[config.mk]
export PLATFORM = sky130hd
export DESIGN_NAME = rr_lzc_arbiter
export DESIGN_NICKNAME = d
export VERILOG_FILES = /design/src/rtl/rr_lzc_arbiter.sv
export SDC_FILE = /design/constraint.sdc
export NUM_CORES = 1
export LEC_CHECK = 0
export ABC_AREA = 1
export ABC_CLOCK_PERIOD_IN_PS = 2900
export CAP_MARGIN = 30
export CORE_AREA = 2 2 67 69
export DETAILED_ROUTE_END_ITERATION = 7
export DIE_AREA = 0 0 69 71
export DONT_BUFFER_PORTS = 1
export HOLD_SLACK_MARGIN = 0.15
export PLACE_DENSITY_LB_ADDON = 0.08
export SLEW_MARGIN = 10
export SYNTH_ARGS = -nofsm -noshare
export SYNTH_HDL_FRONTEND = slang
export SYNTH_HIERARCHICAL = 1
export SYNTH_SLANG_ARGS = --single-unit
[constraint.sdc]
create_clock -name clk_i -period 2.9 [get_ports clk_i]
set_clock_uncertainty 0.2 [all_clocks]
set_input_delay 0.58 -clock clk_i [delete_from_list [all_inputs] [get_ports clk_i]]
set_output_delay 0.58 -clock clk_i [all_outputs]
set_load 0.005 [all_outputs]
[src/rtl/rr_lzc_arbiter.sv]
// Round-robin arbiter: one downstream valid/ready port shared by NumReq
// requesters. Priority starts one index above the last grant and wraps to 0.
// With LockIn set, an offered but ungranted selection is frozen until it is
// accepted, so the downstream side never sees the transaction change.

// Trailing-zero counter: index of the lowest set bit (0 when the vector is empty).
module rr_lzc_arbiter_tzc #(
  parameter int unsigned N = 4,
  parameter int unsigned W = 2
) (
  input  logic [N-1:0] vec,
  output logic [W-1:0] cnt
);
  // Scan from the top so the lowest set bit wins.
  always_comb begin
    cnt = '0;
    for (int i = N - 1; i >= 0; i--)
      if (vec[i]) cnt = W'(i);
  end
endmodule

module rr_lzc_arbiter #(
  parameter int unsigned NumReq    = 4,
  parameter int unsigned DataWidth = 32,
  parameter bit          LockIn    = 1'b1,
  parameter int unsigned IdxWidth  = (NumReq > 1) ? $clog2(NumReq) : 1
) (
  input  logic                             clk_i,
  input  logic                             rst_ni,
  input  logic                             flush_i,
  input  logic [NumReq-1:0]                req_i,
  output logic [NumReq-1:0]                gnt_o,
  input  logic [NumReq-1:0][DataWidth-1:0] data_i,
  output logic                             req_o,
  input  logic                             gnt_i,
  output logic [DataWidth-1:0]             data_o,
  output logic [IdxWidth-1:0]              idx_o
);

  if (NumReq == 1) begin : g_single
    // One requester: plain pass-through, nothing to remember.
    logic unused;
    assign unused = ^{clk_i, rst_ni, flush_i};
    assign req_o  = req_i[0];
    assign gnt_o  = gnt_i;
    assign data_o = data_i[0];
    assign idx_o  = '0;
  end else begin : g_arb
    logic [IdxWidth-1:0] rr_q, lock_idx_q;
    logic [IdxWidth-1:0] idx_masked, idx_all, sel;
    logic                lock_q;
    logic [NumReq-1:0]   mask, masked;

    // Only requesters strictly above the last grant are eligible first.
    for (genvar i = 0; i < NumReq; i++) begin : g_mask
      assign mask[i] = (rr_q < IdxWidth'(i));
    end
    assign masked = req_i & mask;

    rr_lzc_arbiter_tzc #(.N(NumReq), .W(IdxWidth)) u_tzc_masked (
      .vec (masked),
      .cnt (idx_masked)
    );
    rr_lzc_arbiter_tzc #(.N(NumReq), .W(IdxWidth)) u_tzc_all (
      .vec (req_i),
      .cnt (idx_all)
    );

    // Locked index wins; otherwise masked search, falling back to the wrap search.
    always_comb begin
      sel = idx_all;
      if (lock_q)       sel = lock_idx_q;
      else if (|masked) sel = idx_masked;
    end

    assign req_o = |req_i;
    assign idx_o = req_o ? sel : '0;

    // Payload mux and one-hot grant; mux via compare so data_o is never X.
    always_comb begin
      data_o = '0;
      gnt_o  = '0;
      for (int i = 0; i < NumReq; i++) begin
        if (idx_o == IdxWidth'(i)) data_o = data_i[i];
        gnt_o[i] = gnt_i & req_o & (idx_o == IdxWidth'(i));
      end
    end

    // Round-robin pointer: flush restores the reset value ahead of a handshake.
    always_ff @(posedge clk_i or negedge rst_ni) begin
      if (!rst_ni)             rr_q <= IdxWidth'(NumReq - 1);
      else if (flush_i)        rr_q <= IdxWidth'(NumReq - 1);
      else if (req_o && gnt_i) rr_q <= idx_o;
    end

    if (LockIn) begin : g_lock
      // Freeze the offered index until it is accepted or flushed.
      always_ff @(posedge clk_i or negedge rst_ni) begin
        if (!rst_ni) begin
          lock_q     <= 1'b0;
          lock_idx_q <= '0;
        end else if (flush_i || (req_o && gnt_i)) begin
          lock_q     <= 1'b0;
        end else if (req_o) begin
          lock_q     <= 1'b1;
          lock_idx_q <= idx_o;
        end
      end

      // A locked requester must hold its request until it is granted.
      a_lock_hold : assert property (@(posedge clk_i) disable iff (!rst_ni || flush_i)
        lock_q |-> req_i[lock_idx_q]);
    end else begin : g_nolock
      assign lock_q     = 1'b0;
      assign lock_idx_q = '0;
    end
  end

endmodule

Word level (Yosys, flattened, before mapping). Cells that the tools add are included.

Register bits after elaboration: 5. Input bits: 136. Word-level logic and storage cells: 44.

$lt $le $gt $ge: 4. Eq/ne operators: 3. Multiplexer cells: 19. Bitwise operators: 7. Reductions and logical operators: 8.

Operator list (count): $mux W32 (4); $mux W2 (13); $reduce_or A4 Y1 (2); $and A1 B1 Y1 (5); $and A4 B4 Y4 (1); $eq A2 B2 Y1 const B (2); $lt A2 B1 Y1 const B (2); $lt A2 B2 Y1 const B (2); $reduce_bool A2 Y1 (2); $eq A2 B1 Y1 const B (1); $logic_not A2 Y1 (1); $mux W1 (2); $reduce_and A2 Y1 (1); $logic_and A1 B1 Y1 (1); $logic_or A1 B1 Y1 (1); $not A1 Y1 (1).

Depth between registers and ports, before layout.
Word-level depth: 14. Gate-level depth with buffers: 13.

Hierarchy. Netlist, hierarchy kept.

Modules (own cells, without submodules): rr_lzc_arbiter (times used 1, cells an instance 239, area each 1383.8 um^2); rr_lzc_arbiter_tzc (times used 2, cells an instance 6, area each 33.8 um^2).

Least setup slack after synthesis. OpenSTA, ideal clock, no wires.

Kind: in2out. Start point: input port req_i[2]. End point: output port data_o[10]. Arrival time: 1.557 ns. Path slack: 0.563 ns. Cell stages on the path: 12. Path through: nand2_2 -> inv_1 -> inv_1 -> nand2_1 -> a21oi_2 -> nand2_1 -> nand3_2 -> nand2_4 -> inv_2 -> buf_2 -> nand3_1 -> nand4_1.

Word-level cells in the longest chain between the ends: 12.

Ends and longest elaborated chain: start, declared (line 31) `input logic [NumReq-1:0] req_i,`; $and A4 B4 Y4 (*) (line 58) `assign masked = req_i & mask;`; via g_arb.masked[2] (line 52) `logic [NumReq-1:0] mask, masked;`; $mux W2 (*) (3 in series) (line 18) `if (vec[i]) cnt = W'(i);`; via g_arb.idx_masked[0] (line 50) `logic [IdxWidth-1:0] idx_masked, idx_all, sel;`; $mux W2 (*) (line 73) `else if (|masked) sel = idx_masked;`; $mux W2 (*) (line 72) `if (lock_q) sel = lock_idx_q;`; $mux W2 (*) (line 77) `assign idx_o = req_o ? sel : '0;`; $logic_not A2 Y1 (line 84) `if (idx_o == IdxWidth'(i)) data_o = data_i[i];`; $mux W32 (3 in series) (line 84); $mux W32 (*) (line 84); end, declared (line 36) `output logic [DataWidth-1:0] data_o,`.

Mark *: on every way through the listed nets, which the timed path passes. The rest lies on a longest branch.

Worst setup path after layout.
Start point: register g_arb.rr_q[1]. End point: output port data_o[29].

Word-level cells in the longest chain between the ends: 14.

Ends and longest elaborated chain: start, declared (line 49) `logic [IdxWidth-1:0] rr_q, lock_idx_q;`; start signal, assigned (line 91) `if (!rst_ni) rr_q <= IdxWidth'(NumReq - 1);`; start signal, assigned (line 92) `else if (flush_i) rr_q <= IdxWidth'(NumReq - 1);`; start signal, assigned (line 93) `else if (req_o && gnt_i) rr_q <= idx_o;`; $lt A2 B2 Y1 (*) (line 56) `assign mask[i] = (rr_q < IdxWidth'(i));`; $and A4 B4 Y4 (*) (line 58); via g_arb.masked[3] (line 52); $mux W2 (*) (4 in series) (line 18); via g_arb.idx_masked[1] (line 50); $mux W2 (*) (line 73); $mux W2 (*) (line 72); $mux W2 (*) (line 77); $logic_not A2 Y1 (line 84); $mux W32 (3 in series) (line 84); $mux W32 (*) (line 84).

Marks and branches as above.

==> results.md <==
- Final Util: 0.358
- Core area: 4200 sq um
- Via density: 5.99
- Synth Flop Type: dfrtp_1
- Hpwl dp: 3.76 mm
- Area delta synth->final: 3.71%
- Synth top area share: 0.331
- Initial antenna violation count: 0
- CTS Root Cell: clkbuf_8
- EDFF count, synth: 0
- RSZ-0062 raised after global routing: true
- Sum Neg Setup Slack: 0 ns
- Final std cells w/o fill: 296
- Final ANT Viol Nets: 0
- Min Hold Slack: 0.268 ns
- CP max stage cell: dfstp_2
- Maxcap violations: 0
- Row cnt: 24
- Fin worst setup slack: between 0.1 and 0.15 ns
- DRC: 0
- Leading post-synthesis cells by cell area: nand3_1 (33%), nand4_1 (15%), nand2_1 (12%)
- Detailed Route WL: 4.83 mm
- Clock Power Share: 0.189
- Worst min-delay path class: input port to flip-flop
- Leakage power: around 0.61 nW
- Power Internal: 0.331 mW
- Total power: 0.664 mW
- Nets: 381
- Worst-path clk slew: ~0.03 ns
- Synth cell count leaders: nand3_1 (96), nand2_1 (45), nand4_1 (34)
- Adder-Cell Fraction of Synth Area: 0
- Pre-CTS WS: 0.295 ns
- Post-Place Cells: a little under 300
- Startpoint class of the critical path: flip-flop
- Chip Width: between 60 and 70 microns
- Total GRT Usage: 0.176
- Routed len/inst: 16.3 microns
- Total clock sinks: 5
- Multi-input logic area: 1090 sq um
- Final min period: 2.76 ns
- Tcrit/Tclk final: 0.952
- Psw: approximately 0.33 mW
- Die area: 4900 sq um
- Register area share after synthesis: 0.0879
- Port-buffer cells: 0
- H-tree lvl count: 1
- Die height: roughly 70 microns
- Synth Area in XOR/XNOR: 0
- CP arrival: 1.98 ns
- Via Count: ~1800
- Hold Fails Final Rpt: 0
- Status: finished, final reports clean
- Longest Clk Path Bufs: 2
- TritonCTS Buffers: 3
- Layout cells sized above 1: 0.143
- Largest family of logic cells by synthesized area: simple AND/OR/NAND/NOR gates
- Ports: 175
- Clock Latency Late Sink: 0.22 ns
- Switching Share: 0.501
- Setup bufs post-CTS: 0
- Most common cell in the netlist: nand3_1
- Number of global-route vias before repair: 1619
- Mapped Cells: 251
- Compound-Gate Fraction of Synth Area: 0.0293
- Avg Inst Size Synth: ~5.8 sq um
- Router iterations before antenna repair: 4
- Filler cell count: 489
- Kind of cell adding the most delay to the critical path: simple AND/OR/NAND/NOR gates
- Worst path max stage delay: 0.54 ns
- Bufs and invs on worst path: 2
- GRT overflow: 0
- Syn. warnings: 6
- Final setup vio count: 0
- Simple-gate share of the synthesized area: 0.716
- Gate power share: 0.679
- Largest net degree at the start of global routing: 37
- Flop pwr share: 0.132
- Setup Crit Path Kind: flip-flop to output pin
- Most frequent cell on the critical path: nand2_1
- CTS tree: done
- Req. time, crit path: about 2.1 ns
- Seq cells post-synth: 5
- Number of antenna diodes: 0
- Element type at the critical path end: output pin
- Pwr per Cell Area: 441 nW/um^2
- Async S/R FF share, synth: 1.00
- Mux cell area share after synthesis: 0
- Gp weighted congestion: 0.765
- Area after DPL: 1410 sq um
- Crit-path cells: nand2_1 -> nand2_2 -> inv_1 -> nor2_1 -> nor3_2 -> nand2_1 -> nand3_2 -> nand2_4 -> buf_6 -> nand3_1 -> nand4_1
- Max-slew violation count: 0
- Initial core utilization: 0.345
- Synth cell types: 23
- F_max: 362 MHz
- First-pass GRT wire length: 7.25 mm
- Yosys top cell by area: nand3_1
- Cell area after layout: 1510 sq um
- Iter 0 DRT Violations: 139
- VDD IR max: 0.137 mV
- Sequential Area: 128 sq um
- Mapped cell area: 1450 sq um
- Crit path max fanout: 34
==> state kept, by name, summed over array words and instances, names as in the netlist <==
name              count
g_arb.lock_q          1
g_arb.rr_q            2
g_arb.lock_idx_q      2
==> power by group through the flow <==
stage | registers (mW) | clock network (mW) | logic, mW
4_1_cts | 0.0875 | 0.131 | 0.435
3_5_place_dp | 0.0882 | 0 | 0.433
6_report | 0.0875 | 0.126 | 0.451
5_1_grt | 0.0887 | 0.141 | 0.500
3_3_place_gp | 0.0882 | 0 | 0.435
2_1_floorplan | 0.0868 | 0 | 0.396
==> final timing paths <==
| path | start | end | slack, ns | cells after the start |
|---|---|---|---|---|
| max | g_arb.rr_q[1]$_DFFE_PN1N_ | data_o[29] | 0.14 | 11 |
| min | flush_i | g_arb.rr_q[1]$_DFFE_PN1N_ | 0.27 | 2 |
| max reg2reg | g_arb.rr_q[1]$_DFFE_PN1N_ | g_arb.lock_idx_q[1]$_DFFE_PN0P_ | 0.97 | 10 |
| min reg2reg | g_arb.lock_q$_DFFE_PN0P_ | g_arb.lock_q$_DFFE_PN0P_ | 0.30 | 2 |
| max in group asynchronous | rst_ni | g_arb.rr_q[0]$_DFFE_PN1N_ | 1.78 | 1 |
| min in group asynchronous | rst_ni | g_arb.lock_q$_DFFE_PN0P_ | 0.47 | 1 |
==> timing repair <==
action / 4_1_cts / 5_1_grt
endpoints found under the setup margin: 0 / 32
hold endpoints to repair: 5 / 0
resized for setup: 0 / 10
hold buffers: 1 / 0
==> metal layers <==
metal	GRT usage	part of all wire	up-vias
li1	-	-	885
met1	0.220	0.42	788
met2	0.306	0.51	97
met3	0.0385	0.072	2
met4	0.0479	0.0056	0
met5	0	0	-
==> kinds of logic (layout without fill, tap and decap cells) <==
kind of cell | after synthesis | in the layout
compound gates | 7 | 7
buf+inv | 37 | 29
flops | 5 | 5
other cells | 1 | 2
simple gates | 201 | 201
==> area by class of cell <==
class	count	share of cell area
flip-flops and latches	5	0.0848
inverters	14	0.0382
clock buffers	4	0.0299
well taps	52	0.0432
multi-input cells	210	0.724
repair buffers	11	0.0798
==> cell usage in the layout, fill, tap and decap left out <==
cell,instances
clkbuf_8,3
conb_1,2
nor3_2,5
dfrtp_1,3
nand3_1,96
inv_2,3
nand2_1,45
buf_12,1
inv_6,1
nor2_1,12
a21oi_2,2
nor2_4,1
nand2_4,2
inv_1,10
nand3_2,3
clkbuf_1,1
dfstp_2,2
nand4_1,34
o21ai_1,3
buf_8,1
nand2_2,3
dlygate4sd3_1,1
buf_6,4
buf_4,4
a21oi_1,2
Note: power is estimated with default switching activity, not from simulation.
